<file path="config.mk">
export PLATFORM = sky130hd
export DESIGN_NAME = riscv_core_divctrl
export DESIGN_NICKNAME = d
export VERILOG_FILES = /design/src/rtl/riscv_core_divctrl.sv
export SDC_FILE = /design/constraint.sdc
export NUM_CORES = 1
export LEC_CHECK = 0
export BUFFER_PORTS_ARGS = -buffer_cell sky130_fd_sc_hd__buf_2
export CORE_MARGIN = 5
export CORE_UTILIZATION = 62
export CTS_CLUSTER_DIAMETER = 60
export DETAILED_ROUTE_END_ITERATION = 7
export PLACE_DENSITY = 0.93
export SYNTH_ARGS = -nofsm -noshare
export SYNTH_HDL_FRONTEND = slang
export SYNTH_SLANG_ARGS = --single-unit
</file>
<file path="constraint.sdc">
create_clock -name i_clk -period 4.1 [get_ports i_clk]
set_input_delay 0.41 -clock i_clk [delete_from_list [all_inputs] [get_ports i_clk]]
set_output_delay 0.41 -clock i_clk [all_outputs]
set_load 0.01 [all_outputs]
</file>
<file path="src/rtl/riscv_core_divctrl.sv">
// riscv_core_divctrl: multi-cycle sequencer for the RV32M divide/remainder path.
// The datapath is a radix-2 restoring divider that retires one quotient bit per clock.
// Divide-by-zero and signed overflow finish without iterating.
// busy is a pure state decode that the hazard unit can use as a stall request.
module riscv_core_divctrl #(
  parameter int XLEN = 32
) (
  input  logic            i_clk,
  input  logic            i_rst_n,
  input  logic            i_divctrl_start,
  input  logic [1:0]      i_divctrl_op,
  input  logic [XLEN-1:0] i_divctrl_a,
  input  logic [XLEN-1:0] i_divctrl_b,
  input  logic            i_divctrl_flush,
  output logic            o_divctrl_busy,
  output logic            o_divctrl_valid,
  output logic [XLEN-1:0] o_divctrl_result
);

  localparam int CW = (XLEN > 1) ? $clog2(XLEN) : 1;

  typedef enum logic [1:0] {
    IDLE = 2'b00,
    CALC = 2'b01,
    DONE = 2'b10
  } state_e;

  state_e          state_q, state_d;
  logic [CW-1:0]   count_q, count_d;
  logic [1:0]      op_q, op_d;
  logic [XLEN-1:0] quo_q, quo_d;
  logic [XLEN-1:0] rem_q, rem_d;
  logic [XLEN-1:0] divisor_q, divisor_d;
  logic [XLEN-1:0] result_q, result_d;
  logic            negQuo_q, negQuo_d;
  logic            negRem_q, negRem_d;

  logic            accept;
  logic            isSigned;
  logic            aNeg;
  logic            bNeg;
  logic [XLEN-1:0] aMag;
  logic [XLEN-1:0] bMag;
  logic            divZero;
  logic            overflow;

  logic [XLEN:0]   remShift;
  logic [XLEN+1:0] trial;
  logic            noBorrow;
  logic [XLEN-1:0] nextRem;
  logic [XLEN-1:0] nextQuo;

  logic [XLEN-1:0] finalQuo;
  logic [XLEN-1:0] finalRem;
  logic [XLEN-1:0] doneResult;

  // Decode the incoming request: magnitudes, signs and the two early-exit cases.
  always_comb begin
    isSigned = ~i_divctrl_op[0];
    aNeg     = isSigned & i_divctrl_a[XLEN-1];
    bNeg     = isSigned & i_divctrl_b[XLEN-1];
    aMag     = aNeg ? (XLEN'(0) - i_divctrl_a) : i_divctrl_a;
    bMag     = bNeg ? (XLEN'(0) - i_divctrl_b) : i_divctrl_b;
    divZero  = (i_divctrl_b == '0);
    overflow = isSigned
               & (i_divctrl_a == {1'b1, {(XLEN-1){1'b0}}})
               & (i_divctrl_b == {XLEN{1'b1}});
    accept   = (state_q == IDLE) & i_divctrl_start & ~i_divctrl_flush;
  end

  // One restoring step. The shifted remainder can need XLEN+1 bits when the divisor
  // is a large unsigned value, so the trial subtract is carried at XLEN+2 bits.
  // A non-negative difference always fits in XLEN bits, so its top two bits are zero.
  always_comb begin
    remShift = {rem_q, quo_q[XLEN-1]};
    trial    = {1'b0, remShift} - {2'b00, divisor_q};
    noBorrow = (trial[XLEN+1:XLEN] == 2'b00);
    nextRem  = noBorrow ? trial[XLEN-1:0] : remShift[XLEN-1:0];
    nextQuo  = {quo_q[XLEN-2:0], noBorrow};
  end

  // Apply the sign rules to the finished magnitudes and pick quotient or remainder.
  always_comb begin
    finalQuo   = negQuo_q ? (XLEN'(0) - quo_q) : quo_q;
    finalRem   = negRem_q ? (XLEN'(0) - rem_q) : rem_q;
    doneResult = op_q[1] ? finalRem : finalQuo;
  end

  // Next-state and output decode for the sequencer.
  always_comb begin
    state_d          = state_q;
    o_divctrl_busy   = (state_q == CALC);
    o_divctrl_valid  = 1'b0;
    o_divctrl_result = result_q;
    unique case (state_q)
      IDLE: begin
        if (accept) begin
          state_d = (divZero | overflow) ? DONE : CALC;
        end
      end
      CALC: begin
        if (i_divctrl_flush) begin
          state_d = IDLE;
        end else if (count_q == CW'(XLEN-1)) begin
          state_d = DONE;
        end
      end
      DONE: begin
        state_d         = IDLE;
        o_divctrl_valid = ~i_divctrl_flush;
        if (!i_divctrl_flush) begin
          o_divctrl_result = doneResult;
        end
      end
      default: begin
        state_d = IDLE;
      end
    endcase
  end

  // Datapath next values: load on accept, iterate in CALC, commit the result on leaving DONE.
  always_comb begin
    count_d   = count_q;
    op_d      = op_q;
    quo_d     = quo_q;
    rem_d     = rem_q;
    divisor_d = divisor_q;
    result_d  = result_q;
    negQuo_d  = negQuo_q;
    negRem_d  = negRem_q;
    if (accept) begin
      op_d    = i_divctrl_op;
      count_d = '0;
      if (divZero) begin
        quo_d     = {XLEN{1'b1}};
        rem_d     = i_divctrl_a;
        divisor_d = '0;
        negQuo_d  = 1'b0;
        negRem_d  = 1'b0;
      end else if (overflow) begin
        quo_d     = i_divctrl_a;
        rem_d     = '0;
        divisor_d = '0;
        negQuo_d  = 1'b0;
        negRem_d  = 1'b0;
      end else begin
        quo_d     = aMag;
        rem_d     = '0;
        divisor_d = bMag;
        negQuo_d  = aNeg ^ bNeg;
        negRem_d  = aNeg;
      end
    end else if ((state_q == CALC) && !i_divctrl_flush) begin
      quo_d   = nextQuo;
      rem_d   = nextRem;
      count_d = count_q + CW'(1);
    end else if ((state_q == DONE) && !i_divctrl_flush) begin
      result_d = doneResult;
    end
  end

  // State and datapath registers; reset clears everything immediately.
  always_ff @(posedge i_clk or negedge i_rst_n) begin
    if (!i_rst_n) begin
      state_q   <= IDLE;
      count_q   <= '0;
      op_q      <= '0;
      quo_q     <= '0;
      rem_q     <= '0;
      divisor_q <= '0;
      result_q  <= '0;
      negQuo_q  <= 1'b0;
      negRem_q  <= 1'b0;
    end else begin
      state_q   <= state_d;
      count_q   <= count_d;
      op_q      <= op_d;
      quo_q     <= quo_d;
      rem_q     <= rem_d;
      divisor_q <= divisor_d;
      result_q  <= result_d;
      negQuo_q  <= negQuo_d;
      negRem_q  <= negRem_d;
    end
  end

endmodule

</file>
==> flow_summary.yaml, run 1 <==
status:
  outcome: "complete, no violations"
clock_tree:
  cts_tree: "built"
  cts_htree_levels: 4
  clkTransAtPathRegs_ps: 70
  cts_made_buffers: 17
  cts_buffer_depth: 2
  cts.sinks: 138
  cts_root_buffer: "clkbuf_16"
  insertion_delay_ps: 440
final_layout:
  fillers: 1415
  area_growth_pct: 12.4
  final_area_um2: 13100
  finalNonFillerCells: 1822
  post-route-util_pct: 70.5
  drive_above_1_share_pct: 13.4
  layout.nets: 1685
  diodes: 0
synth:
  synth_top_area_cell: "dfrtp_1"
  synthDistinctLibCells: 76
  ys_seq_elements: 138
  ys_seq_area_share_pct: 29.5
  synth_top_area_share_pct: 29.5
  syn-num-nets: 1614
  ys_warn_count: 0
  synthFlopType: "dfrtp_1"
  yosysMostFrequentCell: "nand2_1"
  syn_area_um2: 11700
  async_reset_ff_share_pct: 100
  synthTopCellsByCount: "167 x nand2_1, 141 x a21oi_1, 141 x o21ai_0"
  synth_edf_count: 0
  netlist_instances: 1504
  ys_top_cells_by_area: "dfrtp_1 30%, a21oi_1 6.0%, o21ai_0 6.0%"
  postSynthAreaPerCell_um2: 7.78
sta:
  finalSetupViolCount: 0
  setup_tns_ps: 0
  fin_crit_ps: 3980
  rsz0062_at_grt: "no"
  drv_slew: 0
  worst_slew_pin_slew_ps: 1190
  post-route-period-util_pct: 97.0
  hold-worst-slack_ps: 187
  slew_headroom_pct: 20.5
  max_freq_mhz: 252
  hold_viol: 0
  fin_skew_ps: 15.2
floorplan:
  initial_core_util_pct: 62.7
  chipWidth_um: 147
  num_rows: 50
  fp.dieH_um: 147
  ios: 104
  core_um2: 18600
  die-area_um2: 21700
route:
  drc: 0
  wl_um: 41000
  drtIter0Drc: 2232
  postRouteAntennaNets: 0
  route.vias.total: 12900
  first_pass_iters: 6
  viasPerCell: 7.08
  routedWlPerCell_um: 22.5
min_path:
  hp-class: "in2reg"
placed_design:
  gp_congestion: 1.05
  dp.cells: 1789
  portBuffers: 103
  detailed_place.area_um2: 12500
  dp_hpwl_um: 30200
worst_setup_path:
  worst_ep_required_time_ps: 3690
  worst_setup_path_end_kind: "output pin"
  crit_type: "reg2out"
  path_max_fanout: 8
  arrival_ps: 3570
  start_kind: "flop"
grt:
  antenna_found_initial: 0
  grt.overflow.total: 0
  grtUsageTotal_pct: 36.9
  grt_first_pass_wirelength_um: 64200
  grt_pass1_vias: 11900
  grt_start_max_net_pins: 80
job:
  maxCapViolCount: 0
power_and_ir_drop:
  max-vdd-ir-drop_mv: 0.537
  p_leak_nw: 5.76
  power.density_nw_per_um2: 711
cells in the final DEF, fill, tap and decap left out, types with 17 or more instances in the layout:
cell	count
a21o_1	35
a21oi_1	141
a31oi_1	19
buf_2	102
buf_4	42
clkbuf_16	17
dfrtp_1	138
ha_1	39
inv_1	58
nand2_1	166
nand3_1	37
nor2_1	90
nor3_1	41
o211ai_1	17
o21ai_0	141
o221ai_1	19
o22ai_1	31
o31ai_1	33
or3_1	23
xnor2_1	79
xor2_1	57
metrics by stage:
step	worst slack (ps)	total power, W
floorplan	886	0.00571
global placement	518	0.00716
detailed placement	451	0.00726
CTS	8.82	0.00905
global route	45.7	0.00978
finish	125	0.00935
report_power, final:
part	switching (W)	internal, W
Combinational	0.00336	0.00201
Sequential	0.000574	0.00167
Clock	0.000735	0.000996
timing repair:
| action | in CTS | in global routing |
|---|---|---|
| endpoints found under the setup margin | 0 | 3 |
| setup buffers | 0 | 0 |
| hold endpoints to repair | 28 | 0 |
| resized for setup | 0 | 5 |
| hold buffers | 1 | 0 |
sequential cells by signal, summed over array words and instances, names as in the netlist:
| signal | flops |
|---|---|
| divisor_q | 32 |
| op_q | 1 |
| negRem_q | 1 |
| negQuo_q | 1 |
| state_q | 2 |
| result_q | 32 |
| rem_q | 32 |
| quo_q | 32 |
| count_q | 5 |
final cells by class:
| cell class | instances | area (um2) | share of cell area (%) |
|---|---|---|---|
| clock buffers | 17 | 425 | 3.24 |
| clock inverters | 15 | 218 | 1.66 |
| inverters | 59 | 221 | 1.68 |
| multi-input cells | 1213 | 7690 | 58.5 |
| flip-flops and latches | 138 | 3450 | 26.3 |
| well taps | 234 | 293 | 2.23 |
| repair buffers | 146 | 847 | 6.44 |
routing by layer:
| metal | vias to the layer above | routed length, um | GRT usage, % |
|---|---|---|---|
| li1 | 5665 | - | - |
| met1 | 5910 | 14900 | 46.5 |
| met2 | 1073 | 17900 | 57.1 |
| met3 | 243 | 5670 | 11.8 |
| met4 | 0 | 2550 | 18.6 |
| met5 | - | 0 | 0.682 |
worst max-delay path, stage by stage (launching register included):
cell,delay [ps]
dfrtp_1,430
or4_4,550
or3_4,380
or4_4,610
o41ai_4,540
xnor2_2,190
o221ai_1,240
buf_2,180
final timing paths:
| kind | start | end | slack (ps) | cells after the start |
|---|---|---|---|---|
| worst max-delay path | quo_q[9] | o_divctrl_result[31] | 120 | 7 |
| worst min-delay path | i_divctrl_op[1] | op_q[1] | 190 | 3 |
| worst max register to register | rem_q[21] | rem_q[2] | 290 | 10 |
| worst min register to register | result_q[15] | result_q[15] | 470 | 2 |
| max in group asynchronous | i_rst_n | divisor_q[8] | 2590 | 3 |
| min in group asynchronous | i_rst_n | rem_q[30] | 530 | 2 |
cells by family (layout without fill, tap and decap cells):
group / Yosys count / in the layout / share of synthesized area (%)
muxes: 19 / 19 / 1.68
DFF: 138 / 138 / 29.5
AOI/OAI and AO/OA: 536 / 536 / 29.0
buffers and inverters: 153 / 237 / 5.11
xor gates and xnor gates: 137 / 137 / 10.3
adders and majority gates: 40 / 40 / 4.34
and+or+nand+nor: 481 / 481 / 20.1
(Power assumes the default switching activity.)
==> run 2: changes to the inputs <==
--- a/config.mk
+++ b/config.mk
@@ -6,11 +6,13 @@
 export NUM_CORES = 1
 export LEC_CHECK = 0
 export BUFFER_PORTS_ARGS = -buffer_cell sky130_fd_sc_hd__buf_2
+export CELL_PAD_IN_SITES_DETAIL_PLACEMENT = 1
+export CELL_PAD_IN_SITES_GLOBAL_PLACEMENT = 2
 export CORE_MARGIN = 5
-export CORE_UTILIZATION = 62
+export CORE_UTILIZATION = 36
 export CTS_CLUSTER_DIAMETER = 60
 export DETAILED_ROUTE_END_ITERATION = 7
-export PLACE_DENSITY = 0.93
+export PLACE_DENSITY = 0.91
 export SYNTH_ARGS = -nofsm -noshare
 export SYNTH_HDL_FRONTEND = slang
 export SYNTH_SLANG_ARGS = --single-unit
==> run 2 against run 1 <==
Against the previous run: sequential cell count did not move; non-clock buffer count rose by 2; final cell count rose by 12%; worst hold slack got worse by 160 ps; design area rose by 1.7%; global-route usage fell by 13 points; critical path depth rose by 3; critical endpoint is now o_divctrl_result[19].
==> flow_summary.yaml, run 2 (same netlist as run 1, synthesis figures left out) <==
final_layout:
  drive_above_1_share_pct: 13.8
  final_common_cell: "nand2_1"
  seq_area_um2: 3450
  final_cell_mix: "166 x nand2_1, 141 x o21ai_0, 140 x a21oi_1"
  fillers: 3944
  area_growth_pct: 14.2
  layout.nets: 1687
  multiInputGateArea_um2: 7690
power_and_ir_drop:
  switching_power_w: 0.00461
  switching_share_pct: 50.1
  p_clk_share_pct: 17.5
  p_seq_share_pct: 24.4
  power.density_nw_per_um2: 689
  p_int_w: 0.00460
  p_leak_nw: 5.73
  max-vdd-ir-drop_mv: 0.378
  combPwrFrac_pct: 58.1
  total_power_w: 0.00921
floorplan:
  die-area_um2: 36200
  chipWidth_um: 190
  num_rows: 66
  core_um2: 32300
  initial_core_util_pct: 36.2
  fp.dieH_um: 190
  ios: 104
clock_tree:
  clkTransAtPathRegs_ps: 80
  ctsResizeCount: 0
  cts_root_buffer: "clkbuf_16"
  hold_buffers: 0
  cts_htree_levels: 4
  cts_buffer_depth: 2
  postCtsSetupBuffers: 0
  cts_tree: "built"
  insertion_delay_ps: 450
  cts_made_buffers: 17
  cts.sinks: 138
worst_setup_path:
  arrival_ps: 3530
  crit_type: "reg2out"
  crit_chain: "or4_4, or3_4, or4_4, buf_4, o31ai_2, xor2_1, nor2_1, a21oi_1, o21ai_0, buf_2"
  r2r_setup_slack_ps: 290
  worst_ep_required_time_ps: 3690
  slowest_stage: "or4_4"
  r2r-start: "quo_q[31]"
  r2r_end: "rem_q[25]"
  worst_setup_path_end_kind: "output pin"
  start_kind: "flop"
  crit_start: "quo_q[9]"
  r2r_cells: 12
  path_common_cell: "or4_4"
  crit_family: "simple AND/OR/NAND/NOR gates"
  path_max_fanout: 7
  cpPeakStageDelay_ps: 560
  path_buf_inv: 2
route:
  viasPerCell: 5.91
  drtIter0Drc: 928
  wl_um: 44000
  route.vias.total: 12000
  first_pass_iters: 5
  drc: 0
  postRouteAntennaNets: 0
  routedWlPerCell_um: 21.6
sta:
  max_freq_mhz: 254
  fin_skew_ps: 25.5
  worst_slew_pin_slew_ps: 1290
  rsz0062_at_grt: "no"
  hold_viol: 0
  post-route-period-util_pct: 96.2
  setup_tns_ps: 0
  drv_slew: 0
  slew_headroom_pct: 13.9
  fin_crit_ps: 3940
  finalSetupViolCount: 0
grt:
  grt_first_pass_wirelength_um: 69600
  antenna_found_initial: 0
  grt_start_max_net_pins: 91
  grtUsageTotal_pct: 24.1
  grt.overflow.total: 0
  grt_pass1_vias: 12200
status:
  outcome: "complete, no violations"
job:
  maxCapViolCount: 0
placed_design:
  dp_hpwl_um: 33800
  portBuffers: 103
  gp_congestion: 0.930
min_path:
  hp-class: "in2async"
-- run 2: changes by cell type in the layout (fill, tap and decap cells not counted), moves of 2 or more --
cell,change
inv_6,+3
buf_4,+3
nor3_1,-2
inv_8,-5
nor3_2,+2
clkinv_2,+2
clkinvlp_4,+2
-- run 2: worst reg2reg max path, delay by kind of cell, from the launching register on --
family          cells  cell delay (ps)
simple gates        3              900
compound gates      4             1030
buf+inv             2              450
flops               1              360
fa+ha+maj           2              710
mux                 1              200
-- run 2: worst max-delay path by stage --
stage | to | slack (ps) | cells past startpoint
after floorplan | o_divctrl_result[28] | 890 | 8
after global placement | rem_q[25] | 470 | 12
after detailed placement | rem_q[25] | 390 | 12
after CTS | o_divctrl_result[19] | 80 | 10
after global routing | o_divctrl_result[20] | 10 | 9
final | o_divctrl_result[19] | 160 | 10
-- run 2: metal layers --
| layer | vias to the layer above | routed length, um | GRT usage, % |
|---|---|---|---|
| met5 | - | 0 | 0 |
| met4 | 0 | 995 | 6.74 |
| met3 | 62 | 2490 | 3.37 |
| met2 | 368 | 20400 | 39.4 |
| met1 | 5935 | 20100 | 33.6 |
| li1 | 5660 | - | - |
-- run 2: power by group through the flow --
stage,logic (W),clock network (W),registers [W]
after floorplan,0.00375,0,0.00197
after global placement,0.00510,0,0.00220
after detailed placement,0.00521,0,0.00223
after CTS,0.00526,0.00164,0.00221
after global routing,0.00584,0.00170,0.00228
final,0.00535,0.00162,0.00224
-- run 2: per-stage QoR --
stage | std cells | util, % | instance area, um2 | setup slack (ps) | hold slack (ps)
CTS | 2032 | 41.3 | 13300 | 84.2 | 95.7
detailed placement | 2000 | 39.5 | 12800 | 392 | 458
global placement | 2000 | 39.5 | 12800 | 475 | 444
floorplan | 1504 | - | 11700 | 886 | 114
finish | 2033 | 41.4 | 13400 | 157 | 29.5
global route | 2032 | 41.4 | 13400 | 10.7 | 113
-- run 2: final cells by class --
cell class | count | share of cell area [%]
antenna | 1 | 0.0187
clock buffer | 18 | 3.21
clock inverter | 14 | 1.18
inverter | 59 | 1.66
multi-input combinational | 1213 | 57.5
sequential | 138 | 25.8
tap | 442 | 4.14
timing repair buffer | 148 | 6.43
==> run 3: changes to the inputs <==
--- a/config.mk
+++ b/config.mk
@@ -12,6 +12,8 @@
 export CORE_UTILIZATION = 36
 export CTS_CLUSTER_DIAMETER = 60
 export DETAILED_ROUTE_END_ITERATION = 7
+export GPL_TIMING_DRIVEN = 0
+export HOLD_SLACK_MARGIN = 0.1
 export PLACE_DENSITY = 0.91
 export SYNTH_ARGS = -nofsm -noshare
 export SYNTH_HDL_FRONTEND = slang
==> run 3 against run 2 <==
Against the previous run: sequential share of layout area fell by 0.23 points; combinational power barely moved; core utilization grew 0.38 points; critical path depth down 1; setup slack got worse by 56 ps; sequential power is essentially flat; clock skew down 6.9 ps; sequential cell count is the same; register-to-register slack lost 150 ps.
==> flow_summary.yaml, run 3 (same netlist as run 1, synthesis figures left out) <==
worst_setup_path:
  start_kind: "flop"
  crit_type: "reg2out"
  path_max_fanout: 6
  path_common_cell: "or4_4"
  worst_setup_path_end_kind: "output pin"
  cpPeakStageDelay_ps: 560
  arrival_ps: 3590
  slowest_stage: "or4_4"
  crit_chain: "or4_4, or3_4, or4_4, o41ai_1, xnor2_1, nor2_1, a211oi_1, a21o_1, buf_2"
  worst_ep_required_time_ps: 3690
grt:
  grtUsageTotal_pct: 25.9
  grt_first_pass_wirelength_um: 73800
  grt_pass1_vias: 12700
  grt.overflow.total: 0
  grt_start_max_net_pins: 83
  antenna_found_initial: 1
final_layout:
  diodes: 0
  area_growth_pct: 15.3
  final_area_um2: 13500
  layout.nets: 1741
  final_cell_mix: "167 x nand2_1, 141 x o21ai_0, 140 x a21oi_1"
  final_common_cell: "nand2_1"
  drive_above_1_share_pct: 11.6
clock_tree:
  cts_made_buffers: 17
  clkTransAtPathRegs_ps: 70
  cts_buffer_depth: 2
  cts.sinks: 138
  cts_root_buffer: "clkbuf_16"
  cts_htree_levels: 4
  insertion_delay_ps: 450
  cts_tree: "built"
placed_design:
  portBuffers: 103
  preCtsSetupSlack_ps: -382
  gp_congestion: 0.980
  dp_hpwl_um: 37900
  detailed_place.area_um2: 12800
route:
  first_pass_iters: 5
  drtIter0Drc: 806
  route.vias.total: 12400
  drc: 0
  viasPerCell: 5.94
  routedWlPerCell_um: 22.9
  postRouteAntennaNets: 0
  wl_um: 47700
status:
  outcome: "complete, no violations"
floorplan:
  ios: 104
  fp.dieH_um: 190
  chipWidth_um: 190
  num_rows: 66
  die-area_um2: 36200
  initial_core_util_pct: 36.2
  core_um2: 32300
sta:
  fin_ws_ps: 101
  slew_headroom_pct: 34.8
  fin_skew_ps: 18.5
  worst_slew_pin_slew_ps: 978
  finalSetupViolCount: 0
  hold_viol: 0
  setup_tns_ps: 0
  max_freq_mhz: 250
  post-route-period-util_pct: 97.5
  fin_crit_ps: 4000
  hold-worst-slack_ps: 185
  drv_slew: 0
job:
  maxCapViolCount: 0
power_and_ir_drop:
  total_power_w: 0.00922
  p_leak_nw: 5.69
  power.density_nw_per_um2: 684
  max-vdd-ir-drop_mv: 0.447
min_path:
  hp-class: "in2reg"
-- run 3: report_power, final --
part           leakage, nW  switching [W]  internal, W
Combinational         3.66        0.00343      0.00195
Clock                0.284       0.000676     0.000935
Sequential            1.75       0.000560      0.00167
-- run 3: cell type report --
cell class                 instances  area, um2
fill                            4012      18800
multi-input combinational       1213       7700
sequential                       138       3450
timing repair buffer             108        582
tap                              442        553
clock buffer                      20        457
buffer                            94        378
inverter                          59        221
clock inverter                    12        140
-- run 3: timing repair --
item                       in CTS  in global routing
gates resized for setup         2                 11
hold endpoints to repair       78                  0
setup endpoints to repair      22                 34
hold buffers                    1                  0
buffers inserted                0                  2
pin swaps                       0                  2
-- run 3: worst paths after layout --
path | from | endpoint | slack, ps | cells past startpoint
min reg2reg | result_q[15] | result_q[15] | 470 | 2
min in group asynchronous | i_rst_n | result_q[25] | 600 | 2
min | i_divctrl_op[1] | op_q[1] | 180 | 3
max | quo_q[9] | o_divctrl_result[20] | 100 | 9
max in group asynchronous | i_rst_n | divisor_q[4] | 2710 | 3
max reg2reg | quo_q[31] | rem_q[23] | 140 | 12
-- run 3: per-stage QoR --
| stage | utilization [%] | std cells |
|---|---|---|
| floorplan | - | 1504 |
| global placement | 39.5 | 2049 |
| detailed placement | 39.7 | 2051 |
| CTS | 41.6 | 2084 |
| global route | 41.8 | 2086 |
| finish | 41.8 | 2086 |
-- run 3: per-layer routing --
metal  GRT usage [%]  up-vias  routed length, um
li1                -     5782                  -
met1            34.1     6139              21100
met2            44.0      373              22700
met3            3.19       88               2280
met4            9.17        2               1630
met5               0        -                  8
-- run 3: critical path: cells and delay by family, from the launching register on --
kind	cells	cell delay (ps)
buf+inv	1	120
compound gates	3	840
simple gates	4	1540
flops	1	470
xor+xnor	1	170
